**src/rtl/vga_timing_pkg.sv**
```systemverilog
// ----------------------------------------------------------------------------
// vga_timing_pkg
//   Shared timing constants for 640x480@60 VGA and the coordinate type used by
//   the counter and the timing generator.
//
//   Horizontal (pixels): visible 0-639, front porch 640-655,
//                        sync 656-751, back porch 752-799, total 800.
//   Vertical   (lines) : visible 0-479, front porch 480-489,
//                        sync 490-491, back porch 492-524, total 525.
// ----------------------------------------------------------------------------
package vga_timing_pkg;

    typedef logic [9:0] coord_t;

    // Horizontal segment lengths
    localparam coord_t H_VISIBLE = 10'd640;
    localparam coord_t H_FRONT   = 10'd16;
    localparam coord_t H_SYNC    = 10'd96;
    localparam coord_t H_BACK    = 10'd48;
    localparam coord_t H_TOTAL   = H_VISIBLE + H_FRONT + H_SYNC + H_BACK;

    // Vertical segment lengths
    localparam coord_t V_VISIBLE = 10'd480;
    localparam coord_t V_FRONT   = 10'd10;
    localparam coord_t V_SYNC    = 10'd2;
    localparam coord_t V_BACK    = 10'd33;
    localparam coord_t V_TOTAL   = V_VISIBLE + V_FRONT + V_SYNC + V_BACK;

    // Inclusive sync windows derived from the segment lengths
    localparam coord_t H_SYNC_START = H_VISIBLE + H_FRONT;
    localparam coord_t H_SYNC_END   = H_SYNC_START + H_SYNC - coord_t'(1);
    localparam coord_t V_SYNC_START = V_VISIBLE + V_FRONT;
    localparam coord_t V_SYNC_END   = V_SYNC_START + V_SYNC - coord_t'(1);

    // Inclusive range test used for the sync decodes.
    function automatic logic in_range(input coord_t v,
                                      input coord_t lo,
                                      input coord_t hi);
        return (v >= lo) && (v <= hi);
    endfunction

endpackage

```
**src/rtl/vga_axis_counter.sv**
```systemverilog
// ----------------------------------------------------------------------------
// vga_axis_counter
//   One axis (horizontal or vertical) of the VGA raster. Holds the position
//   counter and decodes the *next* position so the parent can register sync
//   and visible flags that line up with the counter on the same edge.
//
//   Ports
//     clk_i      : pixel clock, rising edge
//     reset_i    : synchronous active-high reset, counter to 0
//     advance_i  : step the counter this edge (wraps TOTAL-1 -> 0)
//     count_o    : current position (registered)
//     wrap_o     : this edge takes the counter from TOTAL-1 to 0
//     sync_o     : next position lies in [SYNC_START, SYNC_END]
//     visible_o  : next position lies below VISIBLE
// ----------------------------------------------------------------------------
module vga_axis_counter
    import vga_timing_pkg::*;
#(
    parameter coord_t TOTAL      = H_TOTAL,
    parameter coord_t VISIBLE    = H_VISIBLE,
    parameter coord_t SYNC_START = H_SYNC_START,
    parameter coord_t SYNC_END   = H_SYNC_END
) (
    input  logic   clk_i,
    input  logic   reset_i,
    input  logic   advance_i,
    output coord_t count_o,
    output logic   wrap_o,
    output logic   sync_o,
    output logic   visible_o
);

    localparam coord_t LAST = TOTAL - coord_t'(1);

    coord_t count_q;
    coord_t count_d;
    logic   at_last;
    logic   illegal;

    always_comb begin
        // NOTE: every output of this block gets a default before any branch,
        // so no path can leave a value unassigned and infer a latch.
        count_d = count_q;
        at_last = (count_q == LAST);
        illegal = (count_q > LAST);
        wrap_o  = advance_i && at_last;

        // An out-of-range count cannot be reached from reset, but if it ever
        // appears it snaps back to 0 on the next edge rather than running on.
        if (illegal) begin
            count_d = '0;
        end else if (advance_i) begin
            count_d = at_last ? '0 : count_q + coord_t'(1);
        end
    end

    // Decodes look at the next position; the parent registers them on the same
    // edge that loads count_q, so flags and counter change together.
    assign sync_o    = in_range(count_d, SYNC_START, SYNC_END);
    assign visible_o = (count_d < VISIBLE);

    always_ff @(posedge clk_i) begin
        // NOTE: state registers use non-blocking assignment so all flops
        // sample their inputs from before the edge, independent of order.
        if (reset_i) begin
            count_q <= '0;
        end else begin
            count_q <= count_d;
        end
    end

    assign count_o = count_q;

endmodule

```
**src/rtl/vga_timing_gen.sv**
```systemverilog
// ----------------------------------------------------------------------------
// vga_timing_gen
//   640x480@60 VGA raster timing generator. Two vga_axis_counter instances
//   produce the horizontal and vertical positions; the vertical one steps when
//   the horizontal one wraps. Sync and blank flags are registered from the
//   next-state decodes so they are coherent with DrawX/DrawY.
//
//   Build option:
//     VGA_SYNC_PIPE_EN - when defined, hs/vs/blank pass through one extra
//                        register stage (one cycle later than DrawX/DrawY) to
//                        line up with a one-cycle-registered pixel path.
//                        frame_start and frame_count are never delayed.
//
//   Ports
//     vga_clk     : pixel clock (25 MHz nominal), rising edge
//     reset       : synchronous active-high reset
//     hs          : horizontal sync, active low (DrawX 656..751)
//     vs          : vertical sync, active low (DrawY 490..491)
//     blank       : high in the visible region (DrawX<640 and DrawY<480)
//     DrawX       : horizontal position 0..799
//     DrawY       : vertical position 0..524
//     frame_start : one-cycle pulse when the raster advances to (0,0)
//     frame_count : number of frame starts seen, wraps (FRAME_W bits)
// ----------------------------------------------------------------------------
module vga_timing_gen
    import vga_timing_pkg::*;
#(
    parameter int FRAME_W = 8
) (
    input  logic               vga_clk,
    input  logic               reset,
    output logic               hs,
    output logic               vs,
    output logic               blank,
    output logic [9:0]         DrawX,
    output logic [9:0]         DrawY,
    output logic               frame_start,
    output logic [FRAME_W-1:0] frame_count
);

    coord_t h_count;
    coord_t v_count;
    logic   h_wrap;
    logic   v_wrap;
    logic   h_sync_next;
    logic   v_sync_next;
    logic   h_vis_next;
    logic   v_vis_next;

    // Horizontal axis steps every pixel clock.
    vga_axis_counter #(
        .TOTAL      (H_TOTAL),
        .VISIBLE    (H_VISIBLE),
        .SYNC_START (H_SYNC_START),
        .SYNC_END   (H_SYNC_END)
    ) u_h_axis (
        .clk_i     (vga_clk),
        .reset_i   (reset),
        .advance_i (1'b1),
        .count_o   (h_count),
        .wrap_o    (h_wrap),
        .sync_o    (h_sync_next),
        .visible_o (h_vis_next)
    );

    // Vertical axis steps on the same edge the horizontal one wraps.
    vga_axis_counter #(
        .TOTAL      (V_TOTAL),
        .VISIBLE    (V_VISIBLE),
        .SYNC_START (V_SYNC_START),
        .SYNC_END   (V_SYNC_END)
    ) u_v_axis (
        .clk_i     (vga_clk),
        .reset_i   (reset),
        .advance_i (h_wrap),
        .count_o   (v_count),
        .wrap_o    (v_wrap),
        .sync_o    (v_sync_next),
        .visible_o (v_vis_next)
    );

    // ------------------------------------------------------------------
    // Coherent flag stage: loaded from next-state decodes
    // ------------------------------------------------------------------
    logic               hs_q,          hs_d;
    logic               vs_q,          vs_d;
    logic               blank_q,       blank_d;
    logic               frame_start_q, frame_start_d;
    logic [FRAME_W-1:0] frame_count_q, frame_count_d;

    always_comb begin
        hs_d          = ~h_sync_next;
        vs_d          = ~v_sync_next;
        blank_d       = h_vis_next & v_vis_next;
        // Both axes wrapping together is exactly the step onto (0,0).
        frame_start_d = h_wrap & v_wrap;
        frame_count_d = frame_count_q;
        if (frame_start_d) begin
            frame_count_d = frame_count_q + FRAME_W'(1);
        end
    end

    always_ff @(posedge vga_clk) begin
        if (reset) begin
            // Pixel (0,0) right after reset is deliberately blanked.
            hs_q          <= 1'b1;
            vs_q          <= 1'b1;
            blank_q       <= 1'b0;
            frame_start_q <= 1'b0;
            frame_count_q <= '0;
        end else begin
            hs_q          <= hs_d;
            vs_q          <= vs_d;
            blank_q       <= blank_d;
            frame_start_q <= frame_start_d;
            frame_count_q <= frame_count_d;
        end
    end

`ifdef VGA_SYNC_PIPE_EN
    // ------------------------------------------------------------------
    // Extra delay on sync/blank only, matching a registered pixel path
    // ------------------------------------------------------------------
    logic hs_pipe_q;
    logic vs_pipe_q;
    logic blank_pipe_q;

    always_ff @(posedge vga_clk) begin
        if (reset) begin
            hs_pipe_q    <= 1'b1;
            vs_pipe_q    <= 1'b1;
            blank_pipe_q <= 1'b0;
        end else begin
            hs_pipe_q    <= hs_q;
            vs_pipe_q    <= vs_q;
            blank_pipe_q <= blank_q;
        end
    end

    assign hs    = hs_pipe_q;
    assign vs    = vs_pipe_q;
    assign blank = blank_pipe_q;
`else
    assign hs    = hs_q;
    assign vs    = vs_q;
    assign blank = blank_q;
`endif

    assign DrawX       = h_count;
    assign DrawY       = v_count;
    assign frame_start = frame_start_q;
    assign frame_count = frame_count_q;

endmodule
```
**config.mk**
```make
export PLATFORM = sky130hd
export DESIGN_NAME = vga_timing_gen
export DESIGN_NICKNAME = d
export VERILOG_FILES = /design/src/rtl/vga_timing_pkg.sv /design/src/rtl/vga_axis_counter.sv /design/src/rtl/vga_timing_gen.sv
export SDC_FILE = /design/constraint.sdc
export NUM_CORES = 1
export LEC_CHECK = 0
export BUFFER_PORTS_ARGS = -buffer_cell sky130_fd_sc_hd__buf_2
export CAP_MARGIN = 10
export CELL_PAD_IN_SITES_DETAIL_PLACEMENT = 0
export CELL_PAD_IN_SITES_GLOBAL_PLACEMENT = 2
export CORE_MARGIN = 4
export CORE_UTILIZATION = 32
export CTS_CLUSTER_DIAMETER = 100
export DETAILED_ROUTE_END_ITERATION = 8
export GPL_TIMING_DRIVEN = 0
export PLACE_DENSITY = 0.84
export SYNTH_ARGS = -nofsm -noshare
export SYNTH_HDL_FRONTEND = slang
export SYNTH_SLANG_ARGS = --single-unit
```
**constraint.sdc**
```tcl
create_clock -name vga_clk -period 2.4 [get_ports vga_clk]
set_input_delay 0.12 -clock vga_clk [delete_from_list [all_inputs] [get_ports vga_clk]]
set_output_delay 0.12 -clock vga_clk [all_outputs]
set_load 0.03 [all_outputs]
```
==> summary.md, run 1 <==
| Metric | Value |
|---|---|
| Status | `completed` |
| Area of the die | `6580 sq um` |
| Peak supply drop | `~0.21 mV` |
| Overflow after GRT | `0` |
| Via total after detailed routing | `1,556` |
| Launching element type of the critical path | `flip-flop` |
| Post-detail-place hpwl | `3.02 mm` |
| End-of-flow core utilization | `40.7%` |
| Core area | `5140 sq um` |
| Reg-to-reg endpoint | `blank` |
| Cells traversed along the worst timing path | `ha_1, and4_1, clkbuf_1, nand3_4, o311ai_2, a2111oi_2, nor4_1` |
| Synth Area in XOR/XNOR | `about a tenth` |
| Clock tree from TritonCTS | `done` |
| Count of final setup violators | `0` |
| Flip-flop and latch count after synthesis | `32` |
| Count of inserted antenna diode cells | `0` |
| Area of the multi-input gates | `1010 sq um` |
| Initial antenna violation count | `0` |
| Clock sink count | `32` |
| Critical Setup Path Class | `flip-flop to flip-flop` |
| Top area cells in the synthesized netlist | `dfxtp_1 37%, xnor2_1 7.2%, nor2_1 6.1%` |
| Initial detailed-routing violation count | `between 150 and 200` |
| RSZ-0062 raised after global routing | `true` |
| Worst hold path class | `input port to flip-flop` |
| Combinational group share of total power | `3.6%` |
| Max-cap violations | `0` |
| First-pass GRT wire length | `7.16 mm` |
| Distinct cell type count after synthesis | `47` |
| Dominant delay contributor by cell family on the critical path | `simple AND/OR/NAND/NOR gates` |
| Remaining DRCs | `0` |
| Synthesized area | `1710 sq um` |
| Compound-cell area share of the yosys netlist | `approximately an eighth` |
| Post-Synthesis Mean Instance Area | `about 8.4 sq um` |
| Startpoint of the worst-slack reg-to-reg timing path | `u_h_axis.count_o[0]` |
| Insertion delay to the later sink of the worst-skew pair | `between 0.2 and 0.3 ns` |
| Achievable Freq | `approximately 450 MHz` |
| Most common flop cell mapped by yosys | `dfxtp_1` |
| Top cells by instance count after synthesis | `32 x dfxtp_1, 28 x nor2_1, 18 x nand2_1, 14 x xnor2_1, 12 x nand3_1` |
| Data required time of the worst path | `2.58 ns` |
| Portion of the clock cycle consumed by the worst path in the final layout | `91.6%` |
| Fraction of power consumed by the clock network | `42.8%` |
| Final number of max-transition violations | `0` |
| Max Root-Sink Buffers | `2` |
| Post-detailed-route via-to-cell ratio | `4.92` |
| Sw Ratio | `22.9%` |
| Maximum single-stage delay on the critical path | `0.38 ns` |
| Post-synthesis share of cell area spent on and, or, nand and nor gates | `~31%` |
| Total number of cells along the worst setup path | `7` |
| Initial Util | `~33%` |
| Synth-to-Final Area Change | `22.2%` |
| Number of levels the H-tree was split into | `2` |
| Final critical delay including setup and external delays | `approximately 2.2 ns` |
| Internal Power | `780 uW` |
| Power spent charging and discharging nets | `between 200 and 250 uW` |
| Dominant combinational cell family by area after synthesis | `simple AND/OR/NAND/NOR gates` |
| Post-detailed-route count of antenna-violating nets | `0` |
| Max transition margin | `61.0%` |
| Clock transition at path regs | `around 0.06 ns` |
| Net count after synthesis | `between 200 and 250` |
| Worst setup path start | `u_h_axis.count_o[0]` |
| Leading cell type by number of instances after synthesis | `dfxtp_1` |
| Sequential cell area | `641 sq um` |
| Largest net degree at the start of global routing | `11` |
| Cell Pwr Density | `484 nW/um^2` |
| Share of cells above drive strength 1 | `23.6%` |
| Count of buffering cells on the critical path with inverters included | `1` |
| CP endpoint kind | `flip-flop` |
| Share of power burned in registers | `53.5%` |
| Area share of the largest cell type after synthesis | `37.5%` |
| Floorplan die width | `81.1 um` |
| Global-route usage over all layers | `approximately 14%` |
| Input/output buffers | `33` |
| Master cell of the clock root buffer | `clkbuf_8` |
| Share of the yosys chip area belonging to registers | `~37%` |
| Final weighted congestion in routability-driven placement | `0.770` |
| Clk_skew | `approximately 0.0054 ns` |
| Number of detailed-routing iterations run before antenna repair | `4` |
| Adder and majority cell fraction of the synthesized area | `~2.9%` |
| Final hold vios | `0` |
| Placement Rows | `26` |
| Boundary pin count | `34` |
| Leakage power | `about 0.00077 uW` |
| Multiplexer area fraction after synthesis | `1.17%` |
| Cells after Synth | `just over 200` |
| Worst path slowest cell | `dfxtp_1` |
| Share of async-settable or async-resettable flops after synthesis | `0%` |
| Routed WL per cell | `between 10 and 15 um` |
| Fin cells | `between 300 and 400` |
| Fill cell count | `581` |
| R2r setup slk | `roughly 0.2 ns` |
| CP Capture Point | `blank` |
| R2R depth | `7` |
| Worst Tran Pin Value | `around 0.58 ns` |
| Via count of the first global-routing pass | `1,459` |
| Post-synth top area cell | `dfxtp_1` |
| Height of the die | `81.1 um` |
| Number of synthesized flops with an enable pin | `0` |
| Number of buffers added to fix hold violations after cts | `0` |
| Yosys warning count | `0` |
| Total wire length | `4.23 mm` |
| Largest fanout of any net on the critical path | `8` |
| Instance count after placement with tap cells included | `307` |
| Arrival time of data at the critical path endpoint | `2.37 ns` |
| Total clock buffers created by CTS | `5` |
| # nets final | `~250` |
-- cell families (layout without fill, tap and decap cells) --
kind of cell,count (synthesis),after routing
and+or+nand+nor,100,100
DFF,32,32
AOI/OAI and AO/OA,28,28
xor gates and xnor gates,20,20
buffers and inverters,18,60
adders and majority gates,4,4
muxes,2,2
-- metal layers --
layer | global-route usage (%) | share of wire (%) | wire length, um | vias up
met5 | 0 | 0 | 0 | -
met4 | 4.56 | 1.5 | 63 | 0
met1 | 19.4 | 50 | 2110 | 699
met3 | 3.10 | 4.5 | 191 | 7
li1 | - | - | - | 809
met2 | 21.3 | 44 | 1870 | 41
-- area by class of cell --
type	instances	share of cell area (%)
plain buffers	10	2.75
clock buffers	8	4.31
inverters	7	1.26
multi-input cells	154	48.2
flip-flops and latches	32	30.6
well taps	70	4.19
repair buffers	35	8.62
-- registers in the layout, indices dropped and copies added, names as in the netlist --
signal / count
vs: 1
frame_count: 8
u_h_axis.count_o: 10
frame_start: 1
hs: 1
u_v_axis.count_o: 10
blank: 1
-- worst min path at each step --
stage | start | end | slack [ns] | cells after the start
after floorplan | reset | blank | 0.20 | 1
after global placement | reset | blank | 0.41 | 2
after detailed placement | reset | frame_start | 0.40 | 2
after CTS | reset | frame_start | 0.1 | 2
after global routing | reset | blank | 0.12 | 2
final | reset | frame_start | 0.11 | 2
-- placed cells by master, fill, tap and decap left out, types with 4 or more instances in the layout --
| cell | Yosys | routed |
|---|---|---|
| a21oi_1 | 6 | 6 |
| xor2_1 | 6 | 6 |
| o21ai_0 | 4 | 4 |
| clkbuf_8 | 0 | 6 |
| nand4_1 | 7 | 7 |
| clkbuf_1 | 7 | 8 |
| xnor2_1 | 14 | 14 |
| nand3_1 | 12 | 11 |
| buf_2 | 1 | 34 |
| nand2_1 | 18 | 18 |
| ha_1 | 4 | 4 |
| dfxtp_1 | 32 | 32 |
| inv_1 | 7 | 7 |
| nor2_1 | 28 | 28 |
| nor3_1 | 7 | 7 |
| nor4_1 | 8 | 8 |
-- through the flow --
stage               hold slack [ns]  setup TNS [ns]  area, sq um  power [uW]  worst slack, ns
global route                  0.123        -0.00705         2090        1050         -0.00705
global placement              0.408          -0.102         1960         591          -0.0683
CTS                          0.0989               0         2080        1030           0.0805
finish                        0.108               0         2090        1010            0.202
floorplan                     0.199               0         1710         578           0.0800
detailed placement            0.399          -0.171         1960         591          -0.0991
-- power by group through the flow --
stage	clock (uW)	sequential, uW	combinational (uW)
6_report	433	541	36.9
5_1_grt	470	542	41.5
4_1_cts	451	541	37.5
3_5_place_dp	0	554	37.3
3_3_place_gp	0	553	37.2
2_1_floorplan	0	563	15.0
-- what timing repair did --
item                       4_1_cts  5_1_grt
pin swaps                        1        1
setup buffers                    2        0
setup endpoints to repair        2        2
resized for setup                2        2
No activity file was read; power rests on OpenSTA's default activity.
==> run 2: changes to the inputs <==
- CAP_MARGIN: 10 -> unset
- CORE_UTILIZATION: 32 -> 34
- PLACE_DENSITY: 0.84 -> 0.88
- clock period: 2.4 -> 2.7 ns (I/O delays scaled with it)
==> run 2 against run 1 <==
Global-route usage down 0.058 points. Power down 11%. Count of clock-buffer cells in the layout unchanged. Clock power down 11%. Critical endpoint unchanged. Highest routed layer unchanged.
==> summary.md, run 2 (synthesized netlist as in run 1, its figures left out) <==
| Metric | Value |
|---|---|
| Hold slack | `just under 0.1 ns` |
| Routed WL per cell | `13.1 um` |
| Max Root-Sink Buffers | `2` |
| Initial detailed-routing violation count | `72` |
| Clock tree from TritonCTS | `done` |
| Worst hold path class | `input port to flip-flop` |
| CP endpoint kind | `flip-flop` |
| Total clock buffers created by CTS | `5` |
| Peak supply drop | `0.266 mV` |
| Post-detailed-route count of antenna-violating nets | `0` |
| Height of the die | `just under 80 um` |
| Worst path slowest cell | `o311ai_1` |
| Final number of max-transition violations | `0` |
| Clock sink count | `32` |
| R2r setup slk | `0.32 ns` |
| Dominant delay contributor by cell family on the critical path | `simple AND/OR/NAND/NOR gates` |
| R2R depth | `7` |
| Leakage power | `0.000767 uW` |
| Area of the die | `between 6000 and 7000 sq um` |
| Count of inserted antenna diode cells | `0` |
| Reg-to-reg endpoint | `blank` |
| Highest metal used | `met4` |
| Synth-to-Final Area Change | `21.1%` |
| DR WL met3 | `roughly 170 um` |
| Final hold vios | `0` |
| # nets final | `252` |
| Remaining DRCs | `0` |
| Via count of the first global-routing pass | `~1,400` |
| RSZ-0062 raised after global routing | `false` |
| Final weighted congestion in routability-driven placement | `0.787` |
| Master cell of the clock root buffer | `clkbuf_8` |
| Placement Rows | `25` |
| Fill cell count | `491` |
| Cell Pwr Density | `434 nW/um^2` |
| Arrival time of data at the critical path endpoint | `2.57 ns` |
| Data required time of the worst path | `between 2 and 3 ns` |
| Post-route met1 wirelength | `2.10 mm` |
| Status | `completed` |
| First-pass GRT wire length | `6.84 mm` |
| Boundary pin count | `34` |
| Final critical delay including setup and external delays | `between 2 and 2.5 ns` |
| Startpoint of the worst-slack reg-to-reg timing path | `u_h_axis.count_o[0]` |
| Insertion delay to the later sink of the worst-skew pair | `0.28 ns` |
| Core area | `4790 sq um` |
| Worst Tran Pin Value | `approximately 0.49 ns` |
| Maximum single-stage delay on the critical path | `0.44 ns` |
| Input/output buffers | `33` |
| Floorplan die width | `78.9 um` |
| Achievable Freq | `421 MHz` |
| Worst hold path stage count | `2` |
| Max transition margin | `67.0%` |
| Clock transition at path regs | `0.06 ns` |
| Largest net degree at the start of global routing | `11` |
| Initial Util | `a little over a third` |
| Overflow after GRT | `0` |
| Leading cell types in the layout, fill and taps excluded | `34 x buf_2, 32 x dfxtp_1, 28 x nor2_1` |
| Share of cells above drive strength 1 | `22.7%` |
| Launching element type of the critical path | `flip-flop` |
| WHS Endpoint | `blank` |
| Total negative slack | `0 ns` |
| Critical Setup Path Class | `flip-flop to flip-flop` |
| Total wire length | `between 4 and 5 mm` |
| Post-detailed-route via-to-cell ratio | `approximately 5` |
| Clk_skew | `around 0.0066 ns` |
| Number of levels the H-tree was split into | `2` |
| Portion of the clock cycle consumed by the worst path in the final layout | `between 80% and 90%` |
| Count of buffering cells on the critical path with inverters included | `1` |
| Min-delay src | `reset` |
| Number of detailed-routing iterations run before antenna repair | `4` |
| Global-route usage over all layers | `13.9%` |
| Largest fanout of any net on the critical path | `8` |
| Cells traversed along the worst timing path | `ha_1, and4_1, clkbuf_1, nand3_1, o311ai_1, a2111oi_2, nor4_1` |
| Most frequent standard cell in the layout excluding fill and tap cells | `buf_2` |
| Via total after detailed routing | `1,549` |
| Met2 routed WL | `1.80 mm` |
| Initial antenna violation count | `0` |
| Post-detail-place hpwl | `2.94 mm` |
| Count of final setup violators | `0` |
| Max-cap violations | `0` |
-- run 2: changes by cell type in the layout (fill, tap and decap cells not counted), sizes merged --
cell    before  now
clkbuf      14   15
-- run 2: layout make-up --
class	instances	area (sq um)	area share, %
plain buffers	11	61.3	2.96
clock buffers	8	90.1	4.35
inverters	7	26.3	1.27
multi-input cells	154	988	47.7
flip-flops and latches	32	641	30.9
well taps	67	83.8	4.05
repair buffers	35	180	8.70
-- run 2: repair_timing --
action	4_1_cts	5_1_grt
buffers inserted	0	2
hold buffers	0	0
hold endpoints to repair	0	0
gates resized for setup	0	1
setup endpoints to repair	0	1
-- run 2: worst max path at each step --
| stage | startpoint | end | slack [ns] | depth (start not counted) |
|---|---|---|---|---|
| 3_3_place_gp | u_h_axis.count_o[0] | vs | 0.17 | 6 |
| 5_1_grt | u_h_axis.count_o[0] | blank | 0.13 | 7 |
| 6_report | u_h_axis.count_o[0] | blank | 0.32 | 7 |
| 3_5_place_dp | u_h_axis.count_o[0] | vs | 0.13 | 6 |
| 4_1_cts | u_h_axis.count_o[0] | vs | 0.12 | 6 |
| 2_1_floorplan | u_h_axis.count_o[0] | frame_count[7] | 0.38 | 6 |
-- run 2: power breakdown --
group	leakage [uW]	internal (uW)	total [uW]	switching, uW
Clock	0.0000455	208	384	176
Combinational	0.000463	9.13	32.9	23.8
Sequential	0.000259	477	481	4.87
-- run 2: worst reg2reg max path: cells and delay by family, from the launching register on --
kind                     cells  cell delay [ns]
AND/OR/NAND/NOR              3             0.82
AO/OA/AOI/OAI                2             0.61
flip-flops                   1             0.38
adder cells (fa/ha/maj)      1             0.25
buffers and inverters        1             0.24
-- run 2: stage by stage --
step	util (%)	power, uW	area (sq um)	setup slack, ns	std cells
floorplan	-	514	1710	0.380	204
global placement	40.9	525	1960	0.174	304
detailed placement	40.9	525	1960	0.133	304
CTS	42.8	914	2050	0.124	312
global route	43.3	936	2070	0.132	314
finish	43.3	899	2070	0.322	314
-- run 2: layer usage --
metal,track usage [%],vias to the layer above
li1,-,812
met1,18.9,703
met2,21.2,30
met3,3.40,4
met4,5.15,0
met5,0,-
